File: config.mk
export PLATFORM = sky130hd
export DESIGN_NAME = btn_event_ctrl
export DESIGN_NICKNAME = d
export VERILOG_FILES = /design/src/rtl/btn_event_ctrl.sv
export SDC_FILE = /design/constraint.sdc
export NUM_CORES = 1
export LEC_CHECK = 0
export ABC_AREA = 1
export CAP_MARGIN = 30
export CORE_ASPECT_RATIO = 2
export CORE_UTILIZATION = 45
export CTS_CLUSTER_DIAMETER = 120
export DETAILED_ROUTE_END_ITERATION = 10
export PLACE_DENSITY = 0.72
export SETUP_SLACK_MARGIN = 0.2
export SLEW_MARGIN = 20
export SYNTH_ARGS = -nofsm -noshare
export SYNTH_HDL_FRONTEND = slang
export SYNTH_SLANG_ARGS = --single-unit
File: constraint.sdc
create_clock -name clk -period 4.41 [get_ports clk]
set_clock_uncertainty 0.05 [all_clocks]
set_input_delay 0.882 -clock clk [delete_from_list [all_inputs] [get_ports clk]]
set_output_delay 0.882 -clock clk [all_outputs]
set_load 0.005 [all_outputs]
File: src/rtl/btn_event_ctrl.sv
// rtl/btn_event_ctrl.sv - two-button press/release/long/repeat event generator with event FIFO; optional macro BTN_REPEAT_EN
module btn_event_ctrl #(
  parameter int LONG_TICKS   = 100,
  parameter int REPEAT_TICKS = 20,
  parameter int FIFO_DEPTH   = 4
) (
  input  logic                          clk,
  input  logic                          rst,
  input  logic                          tick,
  input  logic [1:0]                    btn_in,
  output logic                          evt_valid,
  output logic [2:0]                    evt_code,
  input  logic                          evt_ready,
  output logic [$clog2(FIFO_DEPTH):0]   evt_count,
  output logic                          overflow
);

  localparam int PW = $clog2(FIFO_DEPTH);
  localparam int CW = PW + 1;
  localparam int HW = $clog2(LONG_TICKS + 1);
`ifdef BTN_REPEAT_EN
  localparam int RW = $clog2(REPEAT_TICKS + 1);
`endif

  localparam logic [1:0] T_PRESS   = 2'b00;
  localparam logic [1:0] T_RELEASE = 2'b01;
  localparam logic [1:0] T_LONG    = 2'b10;
`ifdef BTN_REPEAT_EN
  localparam logic [1:0] T_REPEAT  = 2'b11;
`endif

  typedef enum logic [1:0] {
    S_IDLE = 2'b00,
    S_DOWN = 2'b01,
    S_LONG = 2'b10
  } state_t;

  state_t          state_q [2];
  state_t          state_d [2];
  logic [HW-1:0]   hold_q  [2];
  logic [HW-1:0]   hold_d  [2];
`ifdef BTN_REPEAT_EN
  logic [RW-1:0]   rep_q   [2];
  logic [RW-1:0]   rep_d   [2];
`endif
  logic [1:0]      prev_smp;
  logic [1:0]      emit;
  logic [1:0]      etype   [2];

  // event staging: slot a is offered to the FIFO this cycle, slot b holds btn_c behind btn_r
  logic            ev_a_v;
  logic [2:0]      ev_a_code;
  logic            ev_b_v;
  logic [2:0]      ev_b_code;

  logic [2:0]      mem [FIFO_DEPTH];
  logic [PW-1:0]   wr_ptr;
  logic [PW-1:0]   rd_ptr;
  logic            full;
  logic            pop;
  logic            push_ok;

  // button FSM state, hold/repeat counters and previous sample advance only on tick
  always_ff @(posedge clk) begin
    if (rst) begin
      prev_smp <= 2'b00;
      for (int b = 0; b < 2; b++) begin
        state_q[b] <= S_IDLE;
        hold_q[b]  <= '0;
`ifdef BTN_REPEAT_EN
        rep_q[b]   <= '0;
`endif
      end
    end else if (tick) begin
      prev_smp <= btn_in;
      for (int b = 0; b < 2; b++) begin
        state_q[b] <= state_d[b];
        hold_q[b]  <= hold_d[b];
`ifdef BTN_REPEAT_EN
        rep_q[b]   <= rep_d[b];
`endif
      end
    end
  end

  // next-state and event decode; a level is stable when this and the previous tick sample agree
  always_comb begin
    emit = 2'b00;
    for (int b = 0; b < 2; b++) begin
      state_d[b] = state_q[b];
      hold_d[b]  = hold_q[b];
`ifdef BTN_REPEAT_EN
      rep_d[b]   = rep_q[b];
`endif
      etype[b]   = T_PRESS;
      case (state_q[b])
        S_IDLE: begin
          if (btn_in[b] && prev_smp[b]) begin
            state_d[b] = S_DOWN;
            hold_d[b]  = '0;
            emit[b]    = 1'b1;
            etype[b]   = T_PRESS;
          end
        end
        S_DOWN: begin
          if (!btn_in[b] && !prev_smp[b]) begin
            state_d[b] = S_IDLE;
            emit[b]    = 1'b1;
            etype[b]   = T_RELEASE;
          end else if (hold_q[b] == HW'(LONG_TICKS - 1)) begin
            state_d[b] = S_LONG;
            emit[b]    = 1'b1;
            etype[b]   = T_LONG;
`ifdef BTN_REPEAT_EN
            rep_d[b]   = '0;
`endif
          end else begin
            hold_d[b]  = hold_q[b] + HW'(1);
          end
        end
        S_LONG: begin
          if (!btn_in[b] && !prev_smp[b]) begin
            state_d[b] = S_IDLE;
            emit[b]    = 1'b1;
            etype[b]   = T_RELEASE;
          end else begin
`ifdef BTN_REPEAT_EN
            if (rep_q[b] == RW'(REPEAT_TICKS - 1)) begin
              rep_d[b] = '0;
              emit[b]  = 1'b1;
              etype[b] = T_REPEAT;
            end else begin
              rep_d[b] = rep_q[b] + RW'(1);
            end
`endif
          end
        end
        default: state_d[b] = S_IDLE;
      endcase
    end
  end

  // register this tick's events; btn_r goes first, btn_c waits one cycle when both fire
  always_ff @(posedge clk) begin
    if (rst) begin
      ev_a_v    <= 1'b0;
      ev_a_code <= 3'b000;
      ev_b_v    <= 1'b0;
      ev_b_code <= 3'b000;
    end else if (tick) begin
      if (emit[0]) begin
        ev_a_v    <= 1'b1;
        ev_a_code <= {1'b0, etype[0]};
        ev_b_v    <= emit[1];
        ev_b_code <= {1'b1, etype[1]};
      end else begin
        ev_a_v    <= emit[1];
        ev_a_code <= {1'b1, etype[1]};
        ev_b_v    <= 1'b0;
        ev_b_code <= 3'b000;
      end
    end else begin
      ev_a_v    <= ev_b_v;
      ev_a_code <= ev_b_code;
      ev_b_v    <= 1'b0;
      ev_b_code <= 3'b000;
    end
  end

  assign full      = (evt_count == CW'(FIFO_DEPTH));
  assign pop       = evt_valid & evt_ready;
  assign push_ok   = ev_a_v & (~full | pop);
  assign evt_valid = (evt_count != '0);
  assign evt_code  = evt_valid ? mem[rd_ptr] : 3'b000;

  // show-ahead FIFO; a push into a full FIFO without a pop is dropped and flagged stickily
  always_ff @(posedge clk) begin
    if (rst) begin
      wr_ptr    <= '0;
      rd_ptr    <= '0;
      evt_count <= '0;
      overflow  <= 1'b0;
    end else begin
      if (push_ok) begin
        mem[wr_ptr] <= ev_a_code;
        wr_ptr      <= wr_ptr + PW'(1);
      end
      if (pop) begin
        rd_ptr <= rd_ptr + PW'(1);
      end
      case ({push_ok, pop})
        2'b10:   evt_count <= evt_count + CW'(1);
        2'b01:   evt_count <= evt_count - CW'(1);
        default: evt_count <= evt_count;
      endcase
      if (ev_a_v && full && !pop) begin
        overflow <= 1'b1;
      end
    end
  end

endmodule

==> Word level (Yosys, flattened, before mapping) <==
Memory sizes are Yosys's and may differ from the RTL's. A register that Yosys moved wholly into a read port is not among the register bits.
Index checks and enable logic that the tools add are counted.
{ "word_totals": {"regBits": 18, "latchBits": 0, "ram_bits": 30, "romBits": 0, "input_bits": 6, "out_inout_bits": 8, "n_memories": 3} }
{ "classes": {"add_sub_neg": 6, "multipliers": 0, "div": 0, "n_lt_le_gt_ge": 0, "n_eq_ne": 9, "shift": 0, "muxes": 57, "bitwise": 10, "reduce_logical": 17} }
{ "memory_table": {"columns": ["name", "depth", "width", "rd", "rd_ports_with_merged_regs", "wr", "line", "source"], "rows": [
  ["hold_q", 2, 7, 2, 0, 2, "40", "logic [HW-1:0] hold_q [2];"],
  ["mem", 4, 3, 1, 1, 1, "56", "logic [2:0] mem [FIFO_DEPTH];"],
  ["state_q", 2, 2, 2, 0, 2, "38", "state_t state_q [2];"]
]} }
{ "op_table": {"columns": ["operator", "count"], "rows": [
  ["7-bit two-way mux", 8],
  ["2-bit two-way mux", 16],
  ["7-bit case mux with 2 select lines", 2],
  ["1-bit two-way mux", 20],
  ["7-bit by 1-bit adder with 7-bit output (second input constant)", 2],
  ["7-bit equality test (second input constant)", 2],
  ["3-bit two-way mux", 4],
  ["2-bit case mux with 3 select lines", 2],
  ["2-bit case mux with 2 select lines", 2],
  ["2-bit by 1-bit equality test with 1-bit output (second input constant)", 3],
  ["2-bit equality test (second input constant)", 3],
  ["1-bit logical AND", 6],
  ["1-bit case mux with 3 select lines", 2],
  ["3-bit case mux with 2 select lines", 1],
  ["1-bit zero test", 5],
  ["1-bit OR", 5],
  ["2-bit by 1-bit adder with 2-bit output (second input constant)", 2],
  ["2-bit zero test", 2],
  ["3-bit by 1-bit adder with 3-bit output (second input constant)", 1],
  ["3-bit equality test (second input constant)", 1],
  ["1-bit inverter", 3],
  ["3-bit nonzero test", 1],
  ["3-bit OR reduction", 1],
  ["3-bit by 1-bit subtractor with 3-bit output (second input constant)", 1],
  ["3 further kinds", 4]
]} }

==> Depth between registers and ports, before layout <==
Gate-level depths: netlist of run 1.
{ "logic_depth": {"depth_word": 7, "depth_mapped": 11, "depth_no_buf": 11} }

==> Worst setup path after synthesis of run 1 <==
No wires, ideal clock.
{ "synth_timing": {"path_kind": "input-to-reg", "from": "input evt_ready", "to": "register evt_count[2]", "setup_time_ns": 0.122, "arrival_ns": 2.185, "t_required_ns": 4.238, "path_slack_ns": 2.053, "path_stages": 8, "path_buffers": 0, "cell_sequence": "o31ai_4 ha_1 inv_1 fa_1 a21oi_1 o21ai_0 o21ai_0 a21oi_1"} }
{ "synth_between": {"elab_chain_cells": 5, "elab_cells_between_ends": 7, "cone_classes": "2 x eq/ne; 1 x mux; 3 x bitwise; 1 x reduce/logical"} }
{ "synth_rtl": {"columns": ["element", "line", "source"], "rows": [
  ["from (decl)", "13", "input logic evt_ready,"],
  ["1-bit bitwise AND *", "171", "assign pop = evt_valid & evt_ready;"],
  ["1-bit OR", "172", "assign push_ok = ev_a_v & (~full | pop);"],
  ["1-bit bitwise AND", "172", null],
  ["2-bit by 1-bit equality test with 1-bit output / 2-bit equality test (equally long branches)", "191", "case ({push_ok, pop})"],
  ["3-bit case mux with 2 select lines / 2-bit nonzero test (equally long branches)", null, null],
  ["to (signal assigned)", "192", "2'b10: evt_count <= evt_count + CW'(1);"],
  ["to (signal assigned)", "193", "2'b01: evt_count <= evt_count - CW'(1);"],
  ["to (signal assigned)", "194", "default: evt_count <= evt_count;"],
  ["to (decl)", "14", "output logic [$clog2(FIFO_DEPTH):0] evt_count,"]
]} }
Mark *: on every way between the ends. The rest lies on a longest branch, timed or not.
A chain may end at the register's enable or synchronous reset.

==> Worst setup path after layout of run 1 <==
Same ends and word-level chain as after synthesis.

==> reports/qor.txt, run 1 <==
placer congestion estimate - 0.858
buffer levels on the longest clock path - 2
Chip Width - 55.1 um
growth of design area from synthesis to finish - 12.1%
Worst slew margin - 51.0%
cell area after synthesis - 0.00253 mm^2
clock root cell - sky130_fd_sc_hd__clkbuf_8
antenna violation net count after detailed routing - 0
Core Region - 0.00542 mm^2
Worst-Skew Late Latency - 310 ps
per-instance average area after synthesis - 8.89 um^2
reported leakage power - 1.15 nW
post-detailed-placement half-perimeter wirelength - 3670 um
Endpoint, Worst Hold - overflow$_SDFFE_PP0P_
met3 Track Usage GR - 2.25%
number of warning messages in the yosys log - 0
Data arrival, critical path - 2870 ps
cell at the slowest stage of the critical path - sky130_fd_sc_hd__clkdlybuf4s50_1
vias per inst - 5.08
run status - completed
sequential-to-total area share from yosys stat - 51.4%
critical path's top delay family - compound AO/OA/AOI/OAI gates
layout cells sized above 1 - 8.55%
Critical Setup Path Class - in -> reg
Antenna diodes - 0
vias in the first global route - 1,888
instance count after placement with tap cells included - 356
fmax - 368 MHz
CP startpoint kind - primary input
global-route wire length before repair - 7820 um
hold_sp - overflow$_SDFFE_PP0P_
clock transition time at the flip-flop clock pins of the worst setup and hold paths - 100 ps
height of the chip - 108 um
worst-path fanout max - 6
Filler Cells Inserted - 517
number of DRC violations after detailed routing - 0
class of the most critical hold timing path - reg -> reg
initial antenna violation count - 0
unrepaired setup endpoints after global routing - false
count of hold-fix buffers inserted at cts - 0
post-cts gate resize count - 0
worst reg2reg endpoint - hold_q[0][13]$_SDFFCE_PN0P_
core utilization of the finished layout - 52.4%
cell count after synthesis - 285
final hold vios - 0
number of buffers and inverters on the critical path - 2
cell breakdown of the critical path - clkdlybuf4s50_1 > o31ai_4 > ha_1 > inv_1 > fa_1 > a21oi_1 > o21ai_0 > o21ai_0 > a21oi_1
PwrDens - 434 mW/mm^2
Synthesized Nets - 308
Worst-Margin Slew - 735 ps
Worst VDD drop - 0.258 mV
Critical Path Max Stage Delay - 480 ps
total design power - 1.23 mW
max-cap violation count - 0
NumNets Final - 326
count of cells along the worst hold path - 2
TritonCTS clock tree - done
leading cell type in the layout, fill and taps excluded - sky130_fd_sc_hd__nor2_1
Layout Cells excl Fill - 364
iteration count of the initial detailed-routing pass - 4
CTS H-tree depth - 2
routed wire length - 4530 um
detailed-route via count - 1,850
total die area - 0.00595 mm^2
top library cells by usage in the layout, fill and taps aside - 46 x sky130_fd_sc_hd__nor2_1, 45 x sky130_fd_sc_hd__inv_1, 31 x sky130_fd_sc_hd__nand2_1
met2 global-route usage - 36.1%
time the final worst path needs with I/O delays and setup - 2720 ps
Req. time, crit path - 4560 ps
number of cells on the worst reg-to-reg path - 6
total clock sinks - 50
maximum number of pins on one net before global-route repair - 18
setup fix buffers added after clock tree synthesis - 0
IO Count - 14
Period Utilization, post-route - 61.7%
GRT met1 Usage - 16.9%
number of cell rows - 38
drt wl/cell - 12.4 um
GRT Total Usage - 18.2%
sort of element at the end of the critical path - register
Port Buffer Count - 13
register bit count reported by yosys - 50
starting density of the core - 46.7%
hold slack final - 427 ps
initial drt markers - 21
aggregate negative setup slack - 0 ps
final count of pins violating max slew - 0
setup slack of the worst register-to-register path - 2180 ps
count of endpoints failing setup in the final report - 0
CTS Buf Count - 5
most congested layer reported by global routing - met2
count of unique library cells instantiated by Yosys - 31
origin of the critical flop-to-flop path - state_q[0][3]$_SDFFCE_PP0P_
sum of overflow across all layers after global routing - 0
-- synthesized netlist by cell type --
cell type,n,area (um^2)
sky130_fd_sc_hd__nor3_1,5,25.0
sky130_fd_sc_hd__fa_1,1,20.0
sky130_fd_sc_hd__o21ai_1,2,10.0
sky130_fd_sc_hd__o22ai_1,1,6.26
sky130_fd_sc_hd__or2_2,2,12.5
sky130_fd_sc_hd__buf_6,1,11.3
sky130_fd_sc_hd__nor2_4,2,22.5
sky130_fd_sc_hd__nor2_1,46,173
sky130_fd_sc_hd__inv_2,5,18.8
sky130_fd_sc_hd__xor2_1,1,8.76
sky130_fd_sc_hd__ha_1,16,200
sky130_fd_sc_hd__inv_1,45,169
sky130_fd_sc_hd__nand3_1,12,60.1
sky130_fd_sc_hd__nor3_2,2,20.0
sky130_fd_sc_hd__nand4_1,3,18.8
sky130_fd_sc_hd__nand2_1,31,116
sky130_fd_sc_hd__nor4_1,1,6.26
sky130_fd_sc_hd__o31ai_4,1,21.3
sky130_fd_sc_hd__xnor2_1,1,8.76
sky130_fd_sc_hd__nand2_2,2,12.5
sky130_fd_sc_hd__edfxtp_1,30,901
sky130_fd_sc_hd__and3_1,1,6.26
sky130_fd_sc_hd__nor2_2,4,25.0
sky130_fd_sc_hd__dfxtp_1,20,400
sky130_fd_sc_hd__o21bai_1,1,7.51
sky130_fd_sc_hd__a221oi_1,1,8.76
sky130_fd_sc_hd__o21ai_0,21,105
sky130_fd_sc_hd__clkbuf_1,1,3.75
sky130_fd_sc_hd__nor3b_1,1,7.51
sky130_fd_sc_hd__a21oi_1,24,120
sky130_fd_sc_hd__o21a_1,1,7.51
-- worst max-delay path by stage --
stage,start,endpoint,slack (ps),cells after the start
after floorplan,evt_ready,evt_count[2]$_SDFFE_PP0P_,2050,8
after global placement,rst,hold_q[0][13]$_SDFFCE_PN0P_,1450,5
after detailed placement,evt_ready,evt_count[2]$_SDFFE_PP0P_,1370,9
after CTS,evt_ready,evt_count[2]$_SDFFE_PP0P_,1710,9
after global routing,evt_ready,evt_count[2]$_SDFFE_PP0P_,1490,9
final,evt_ready,evt_count[2]$_SDFFE_PP0P_,1690,9
-- tightest hold or removal path: cells and delay by family (launching register included) --
kind | cells | cell delay [ps]
buffers and inverters | 1 | 50
DFF | 1 | 330
AOI/OAI and AO/OA | 1 | 50
-- cells by family (layout without fill, tap and decap cells) --
group | after synthesis | after routing | synth area share (%)
DFF | 50 | 50 | 51.4
adders and majority gates | 17 | 17 | 8.69
and+or+nand+nor | 112 | 112 | 20.0
xor gates and xnor gates | 2 | 2 | 0.691
AOI/OAI and AO/OA | 52 | 52 | 11.3
buffers and inverters | 52 | 71 | 8.00
-- state kept, by name, indices dropped and copies added, names as in the netlist, named ones only --
name,cells
hold_q,14
mem,12
state_q,4
ev_a_code,3
ev_b_code,3
evt_count,3
prev_smp,2
rd_ptr,2
wr_ptr,2
ev_a_v,1
ev_b_v,1
overflow,1
-- where the power goes --
group          internal (mW)  switching, mW
Combinational          0.137          0.179
Sequential             0.546         0.0413
Clock                  0.173          0.156
Total                  0.855          0.377
-- stage by stage --
step           worst slack (ps)  area (um^2)
6_report                   1690         2840
3_5_place_dp               1370         2720
3_3_place_gp               1450         2720
2_1_floorplan              2050         2530
4_1_cts                    1710         2840
5_1_grt                    1490         2840
-- layout make-up --
class,count,area [um^2],area share [%]
clock buffers,5,68.8,2.42
clock inverters,3,47.5,1.67
inverters,50,188,6.61
multi-input cells,183,1030,36.3
flip-flops and latches,50,1300,45.8
well taps,60,75.1,2.64
repair buffers,13,130,4.58
-- metal layers --
metal	wire (um)	share of wire, %
met5	0	0
met4	78	1.7
met3	65	1.4
met2	2800	62
met1	1580	35
Power figures use the tool's default switching activity.
==> run 2: changes to the inputs <==
- PLACE_DENSITY: 0.72 -> 0.74
- clock period: 4.41 -> 2.5 ns (I/O delays scaled with it)
==> reports/qor.txt, run 2 (synthesized netlist as in run 1, its figures left out) <==
run status - completed
smallest setup slack after layout - 249 ps (-1440 ps)
number of buffers and inverters on the critical path - 1 (-1)
global-route wire length before repair - 7960 um (+1.7%)
area of all placed cells without fillers - 0.00288 mm^2 (+1.2%)
iteration count of the initial detailed-routing pass - 4 (unchanged)
class of the most critical hold timing path - reg -> reg
final count of pins violating max slew - 0 (unchanged)
fmax - 444 MHz
register with the highest flop count - hold_q
reported leakage power - 1.18 nW (+3.0%)
IO Count - 14 (unchanged)
worst-path fanout max - 7 (+1)
CP startpoint kind - register
growth of design area from synthesis to finish - 13.5%
routed wire length - 4630 um (+2.2%)
cell at the slowest stage of the critical path - sky130_fd_sc_hd__clkdlybuf4s50_1
antenna violation net count after detailed routing - 0 (unchanged)
detailed-route via count - 1,896 (+2.5%)
critical path's top delay family - buffers and inverters
height of the chip - 108 um (unchanged)
top library cells by usage in the layout, fill and taps aside - 46 x sky130_fd_sc_hd__nor2_1, 45 x sky130_fd_sc_hd__inv_1, 31 x sky130_fd_sc_hd__nand2_1
clock transition time at the flip-flop clock pins of the worst setup and hold paths - 90 ps (about the same)
Worst VDD drop - 0.585 mV (+130%)
final hold vios - 0 (unchanged)
total clock sinks - 50 (unchanged)
count of cells along the worst hold path - 2 (unchanged)
instance count on the critical path - 5 (-4)
post-place setup slack - -19.8 ps (-1390 ps)
max reg flops - 14 (unchanged)
initial drt markers - 30 (+43%)
count of endpoints failing setup in the final report - 0 (unchanged)
drt wl/cell - 12.4 um (about the same)
Worst slew margin - 74.7% (+24 points)
placed cell areas - 0.00278 mm^2 (+2.2%)
total die area - 0.00595 mm^2 (unchanged)
Chip Width - 55.1 um (unchanged)
Critical Setup Path Class - reg -> out
clock root cell - sky130_fd_sc_hd__clkbuf_8
unrepaired setup endpoints after global routing - false
Req. time, crit path - 1950 ps (-2610 ps)
Critical Path Max Stage Delay - 520 ps (+40 ps)
Worst-Margin Slew - 379 ps (-356 ps)
max-cap violation count - 0 (unchanged)
initial antenna violation count - 0 (unchanged)
placer congestion estimate - 0.829 (-3.3%)
Data arrival, critical path - 1700 ps (-1170 ps)
starting density of the core - 46.7% (unchanged)
CTS H-tree depth - 2 (unchanged)
hold slack final - 414 ps (-13.4 ps)
vias in the first global route - 1,868 (-1.1%)
time the final worst path needs with I/O delays and setup - 2250 ps
sum of overflow across all layers after global routing - 0 (unchanged)
number of DRC violations after detailed routing - 0 (unchanged)
core utilization of the finished layout - 53.0% (+0.65 points)
Worst-Skew Late Latency - 300 ps (about the same)
Period Utilization, post-route - 90.0%
Antenna diodes - 0 (unchanged)
cell breakdown of the critical path - nor2_1 > nor2_1 > o21ai_0 > a21oi_1 > clkdlybuf4s50_1
Core Region - 0.00542 mm^2 (unchanged)
number of cells on the worst reg-to-reg path - 10 (+4)
GRT Total Usage - 18.9% (+0.72 points)
layout cells sized above 1 - 11.2% (+2.7 points)
NumNets Final - 334 (+2.5%)
sort of element at the end of the critical path - output port
CTS Buf Count - 5 (unchanged)
number of cell rows - 38 (unchanged)
maximum number of pins on one net before global-route repair - 17 (-1)
TritonCTS clock tree - done
leading cell type in the layout, fill and taps excluded - sky130_fd_sc_hd__nor2_1
Largest regs - hold_q: 14 flops, mem: 12 flops, state_q: 4 flops
library cell appearing most often on the critical path - sky130_fd_sc_hd__nor2_1
post-detailed-placement half-perimeter wirelength - 3750 um (+2.2%)
Port Buffer Count - 13 (unchanged)
buffer levels on the longest clock path - 2 (unchanged)
vias per inst - 5.10 (+0.28%)
PwrDens - 724 mW/mm^2 (+67%)
## run 2: changes by cell type in the layout (fill, tap and decap cells not counted), sizes merged
cell,previous run,this run
clkdlybuf4s50,13,12
dlymetal6s2s,0,1
bufinv,1,0
clkbuf,5,6
buf,0,8
inv,52,51
clkinv,0,1
## run 2: area by class of cell
| cell class | instances | area (um^2) |
|---|---|---|
| Fill cell | 523 | 2540 |
| Sequential cell | 50 | 1300 |
| Multi-Input combinational cell | 183 | 1030 |
| Timing Repair Buffer | 21 | 193 |
| Inverter | 50 | 188 |
| Tap cell | 60 | 75.1 |
| Clock buffer | 6 | 72.6 |
| Clock inverter | 2 | 13.8 |
## run 2: metrics by stage
stage | cells | setup TNS (ps) | total power [mW]
4_1_cts | 372 | 0 | 2.10
3_3_place_gp | 364 | 0 | 1.62
3_5_place_dp | 364 | -19.8 | 1.64
5_1_grt | 372 | 0 | 2.22
6_report | 372 | 0 | 2.08
2_1_floorplan | 285 | 0 | 1.38
## run 2: final timing paths
check	from	end	slack [ps]
worst min-delay path	overflow$_SDFFE_PP0P_	overflow$_SDFFE_PP0P_	410
worst max-delay path	register	evt_code[2]	250
worst max register to register	evt_count[1]$_SDFFE_PP0P_	evt_count[2]$_SDFFE_PP0P_	480
worst min register to register	overflow$_SDFFE_PP0P_	overflow$_SDFFE_PP0P_	410
## run 2: layer usage
layer | wire length, um | vias up | GRT usage [%]
met5 | 0 | - | 0
met4 | 200 | 0 | 11.8
met3 | 91 | 14 | 3.23
met2 | 2700 | 23 | 35.3
met1 | 1640 | 876 | 17.0
li1 | - | 983 | -
## run 2: power by group
| group | internal, mW | switching (mW) |
|---|---|---|
| Clock | 0.200 | 0.261 |
| Combinational | 0.264 | 0.318 |
| Sequential | 0.964 | 0.0743 |
| Total | 1.43 | 0.653 |
## run 2: what timing repair did
action / CTS / global route
setup buffers: 0 / 0
pin swaps: 0 / 0
resized for setup: 1 / 2
endpoints found under the setup margin: 2 / 3
hold buffers: 0 / 0
## run 2: tightest hold or removal path: cells and delay by family (launching register included)
family / cells / cell delay (ps)
buf+inv: 1 / 50
compound gates: 1 / 50
flops: 1 / 320
==> run 3: changes to the inputs <==
- MAX_ROUTING_LAYER: not set -> met4
==> reports/qor.txt, run 3 (synthesized netlist as in run 1, its figures left out) <==
drt wl/cell - 12.4 um (-0.17%)
maximum number of pins on one net before global-route repair - 17 (unchanged)
TritonCTS clock tree - done
count of endpoints failing setup in the final report - 0 (unchanged)
total design power - 2.08 mW (+0.16%)
class of the most critical hold timing path - reg -> reg
leading cell type in the layout, fill and taps excluded - sky130_fd_sc_hd__nor2_1
post-detailed-placement half-perimeter wirelength - 3750 um (unchanged)
routed wire length - 4620 um (-0.17%)
Port Buffer Count - 13 (unchanged)
detailed-route via count - 1,888 (-0.42%)
library cell appearing most often on the critical path - sky130_fd_sc_hd__nor2_1
Largest regs - hold_q: 14 flops, mem: 12 flops, state_q: 4 flops
Worst VDD drop - 0.586 mV (+0.19%)
height of the chip - 108 um (unchanged)
worst-path fanout max - 7 (unchanged)
post-place setup slack - -19.8 ps (unchanged)
final hold vios - 0 (unchanged)
cell at the slowest stage of the critical path - sky130_fd_sc_hd__clkdlybuf4s50_1
growth of design area from synthesis to finish - 13.5% (unchanged)
run status - completed
reported leakage power - 1.18 nW (unchanged)
initial drt markers - 34 (+13%)
post-cts gate resize count - 1 (unchanged)
Critical Path Max Stage Delay - 520 ps (about the same)
Filler Cells Inserted - 523 (unchanged)
vias in the first global route - 1,871 (+0.16%)
count of cells along the worst hold path - 2 (unchanged)
starting density of the core - 46.7% (unchanged)
hold_sp - overflow$_SDFFE_PP0P_
CTS H-tree depth - 2 (unchanged)
max reg flops - 14 (unchanged)
Chip Width - 55.1 um (unchanged)
Worst slew margin - 74.6% (-0.10 points)
Req. time, crit path - 1950 ps (about the same)
Endpoint, Worst Hold - overflow$_SDFFE_PP0P_
clock transition time at the flip-flop clock pins of the worst setup and hold paths - 90 ps (about the same)
time the final worst path needs with I/O delays and setup - 2250 ps (-0.420 ps)
total clock sinks - 50 (unchanged)
number of DRC violations after detailed routing - 0 (unchanged)
antenna violation net count after detailed routing - 0 (unchanged)
total die area - 0.00595 mm^2 (unchanged)
GRT Total Usage - 19.4% (+0.52 points)
origin of the critical flop-to-flop path - evt_count[1]$_SDFFE_PP0P_
Data arrival, critical path - 1700 ps (about the same)
instance count after placement with tap cells included - 364 (unchanged)
vias per inst - 5.08 (-0.42%)
fmax - 444 MHz (about the same)
sort of element at the end of the critical path - output port
IO Count - 14 (unchanged)
PwrDens - 725 mW/mm^2 (+0.16%)
cell breakdown of the critical path - nor2_1 > nor2_1 > o21ai_0 > a21oi_1 > clkdlybuf4s50_1
CTS Buf Count - 5 (unchanged)
count of hold-fix buffers inserted at cts - 0 (unchanged)
initial antenna violation count - 0 (unchanged)
Layout Cells excl Fill - 372 (unchanged)
number of cell rows - 38 (unchanged)
Worst-Skew Late Latency - 300 ps (about the same)
Core Region - 0.00542 mm^2 (unchanged)
Worst-Margin Slew - 381 ps (+1.51 ps)
Critical Setup Path Class - reg -> out
worst reg2reg endpoint - evt_count[2]$_SDFFE_PP0P_
iteration count of the initial detailed-routing pass - 4 (unchanged)
smallest setup slack after layout - 249 ps (+0.420 ps)
hold slack final - 414 ps (+0.392 ps)
number of cells on the worst reg-to-reg path - 10 (unchanged)
setup fix buffers added after clock tree synthesis - 0 (unchanged)
top library cells by usage in the layout, fill and taps aside - 46 x sky130_fd_sc_hd__nor2_1, 45 x sky130_fd_sc_hd__inv_1, 31 x sky130_fd_sc_hd__nand2_1
layout cells sized above 1 - 11.2% (unchanged)
unrepaired setup endpoints after global routing - false
max-cap violation count - 0 (unchanged)
register with the highest flop count - hold_q
setup slack of the worst register-to-register path - 480 ps (about the same)
Period Utilization, post-route - 90.0% (about the same)
clock root cell - sky130_fd_sc_hd__clkbuf_8
Antenna diodes - 0 (unchanged)
aggregate negative setup slack - 0 ps (unchanged)
final count of pins violating max slew - 0 (unchanged)
buffer levels on the longest clock path - 2 (unchanged)
sum of overflow across all layers after global routing - 0 (unchanged)
NumNets Final - 334 (unchanged)
global-route wire length before repair - 7960 um (unchanged)
CP startpoint kind - register
placer congestion estimate - 0.842 (+1.5%)
[run 3: area by class of cell]
class	instances	area, um^2	share of cell area (%)
Clock buffer	6	72.6	2.52
Clock inverter	2	13.8	0.479
Tap cell	60	75.1	2.61
Inverter	50	188	6.53
Multi-Input combinational cell	183	1030	35.8
Sequential cell	50	1300	45.3
Timing Repair Buffer	21	193	6.70
[run 3: worst max path at each step]
stage	end	cells past startpoint	slack, ps	startpoint
after floorplan	evt_count[2]$_SDFFE_PP0P_	8	530	evt_ready
after global placement	evt_count[2]$_SDFFE_PP0P_	9	40	evt_ready
after detailed placement	evt_count[2]$_SDFFE_PP0P_	9	-20	evt_ready
after CTS	evt_code[2]	5	220	register
after global routing	evt_code[2]	5	200	evt_count[1]$_SDFFE_PP0P_
final	evt_code[2]	5	250	register
[run 3: where the power goes]
part	switching [mW]	internal [mW]	leakage (nW)
clock	0.264	0.200	0.0456
combinational	0.318	0.264	0.685
sequential	0.0744	0.964	0.449
total	0.657	1.43	1.18
[run 3: through the flow]
step / area (um^2) / util (%)
final: 2880 / 53.0
after global routing: 2880 / 53.0
after CTS: 2870 / 53.0
after detailed placement: 2780 / 51.4
after global placement: 2780 / 51.4
after floorplan: 2530 / -
[run 3: critical path, delay by kind of cell, from the launching register on]
kind	cells	cell delay [ps]
AO/OA/AOI/OAI	2	270
buffers and inverters	1	520
flip-flops	1	400
AND/OR/NAND/NOR	2	200
[run 3: layer usage]
| layer | part of all wire, % | GRT usage [%] | routed length, um | vias up |
|---|---|---|---|---|
| met3 | 1.9 | 3.23 | 89 | 14 |
| met2 | 59 | 35.3 | 2720 | 22 |
| met1 | 35 | 17.0 | 1630 | 870 |
| met5 | 0 | - | 0 | - |
| li1 | - | - | - | 982 |
| met4 | 3.9 | 11.8 | 182 | 0 |
==> variant: new RTL, flow settings as in run 3 <==
Register the output `overflow` once more, cleared by the reset; this adds one clock of latency there. The other outputs are not delayed to match.
--- a/src/rtl/btn_event_ctrl.sv
+++ b/src/rtl/btn_event_ctrl.sv
@@ -35,6 +35,8 @@
     S_LONG = 2'b10
   } state_t;
 
+  logic overflow_s0;
+
   state_t          state_q [2];
   state_t          state_d [2];
   logic [HW-1:0]   hold_q  [2];
@@ -179,7 +181,7 @@
       wr_ptr    <= '0;
       rd_ptr    <= '0;
       evt_count <= '0;
-      overflow  <= 1'b0;
+      overflow_s0 <= 1'b0;
     end else begin
       if (push_ok) begin
         mem[wr_ptr] <= ev_a_code;
@@ -194,8 +196,16 @@
         default: evt_count <= evt_count;
       endcase
       if (ev_a_v && full && !pop) begin
-        overflow <= 1'b1;
-      end
+        overflow_s0 <= 1'b1;
+      end
+    end
+  end
+
+  always_ff @(posedge clk) begin
+    if (rst) begin
+      overflow <= '0;
+    end else begin
+      overflow <= overflow_s0;
     end
   end
 
Check against the original RTL: not equivalent (a bounded check fails within 10 cycles, from zero or initial values and one cycle with rst high).
==> variant against run 3 <==
Setup slack improved by 0.085 ns; combinational power fell by 6.0%; cell area barely moved; core utilization barely moved; critical path depth did not move; sequential cell count rose by 1; total power rose by 2.2%; non-clock buffer count fell by 1; area after synthesis fell by 0.69%; routed wire length fell by 2.4%; via count rose by 0.16%.
==> variant: results (changes against run 3) <==
* Layout net count at 338 (+1.2%)
* Routability cong. at 0.799 (-5.0%)
* Sw power at 0.000631 W (-3.9%)
* Post-synthesis register bit count at 51 (+2.0%)
* # clk buffers at 7 (+1)
* GR Util met3 at 3.25% (+0.014 points)
* Non-clk buf share at 6.36% (-0.35 points)
* Worst-margin pin slew at 0.375 ns (-0.00570 ns)
* ClkCell Share at 3.70% (+0.70 points)
* Non-clock inverters at 52 (+4.0%)
* Worst r2r path cells at 11 (+1)
* All-Layer GR Usage at 18.5% (-0.98 points)
* Cells resized by post-CTS repair at 0 (-1)
* DP Cell Count at 368 (+1.1%)
* Met2 WL at 2.76 mm (+1.5%)
* Hold Startpoint: overflow_s0
* Bufs w/o clock at 20 (-4.8%)
* Post-Place Setup Slack at 0.0397 ns (+0.0595 ns)
* Leak at 1.20 nW (+1.9%)
* Synth top cells by count: nor2_1 (53), inv_1 (50), nand2_1 (35), edfxtp_1 (30), a21oi_1 (26)
* Multi-input gate count at 185 (+1.1%)
* Share of cells above drive strength 1 at 7.59% (-3.6 points)
* P&R area growth vs syn at 14.2%
* Ys flop type: edfxtp_1
* Flop-to-flop setup slack at 0.52 ns (+0.04 ns)
* Fill cells at 532 (+1.7%)
* Status: complete, no violations
* Vias at 1891 (+0.16%)
* CP Capture Point: evt_code[1]
* Syn_nets at 313 (+1.6%)
* DP Area at 2760 um^2 (-0.72%)
* Wl on met1 at 1.57 mm (-4.0%)
* Mapped Cells at 290 (+1.8%)
* Grt met2 use at 34.6% (-0.69 points)
* Worst vdd ir at 572 uV (-2.3%)
* Largest cells by area after synthesis: edfxtp_1 (36%), dfxtp_1 (17%), ha_1 (8.0%), nor2_1 (7.9%), inv_1 (7.5%)
* Multi-input combinational area share at 34.4% (-1.4 points)
* Vias in the first global route at 1831 (-2.1%)
* DRT iter0 DRCs at 50 (+47%)
* Proportion of synthesized chip area in sequential cells at 52.5% (+1.2 points)
* GR Util met1 at 15.9% (-1.2 points)
## variant: critical path: cells and delay by family (launching register included)
family                 cells  cell delay [ns]
buffers and inverters      1             0.51
AND/OR/NAND/NOR            2             0.16
flip-flops                 1             0.40
AO/OA/AOI/OAI              2             0.25
## variant: cells by family (layout without fill, tap and decap cells)
group | Yosys count | after routing | share of synthesized area [%]
AOI/OAI and AO/OA | 50 | 50 | 10.4
xor gates and xnor gates | 2 | 2 | 0.696
adders and majority gates | 17 | 17 | 8.75
buffers and inverters | 54 | 80 | 8.16
DFF | 51 | 51 | 52.5
and+or+nand+nor | 116 | 116 | 19.5
## variant: power groups by stage
stage / clock network [W] / logic [W] / registers [W]
floorplan: 0 / 0.000310 / 0.00105
global placement: 0 / 0.000533 / 0.00107
detailed placement: 0 / 0.000549 / 0.00107
CTS: 0.000542 / 0.000551 / 0.00105
global route: 0.000574 / 0.000622 / 0.00107
finish: 0.000528 / 0.000547 / 0.00106
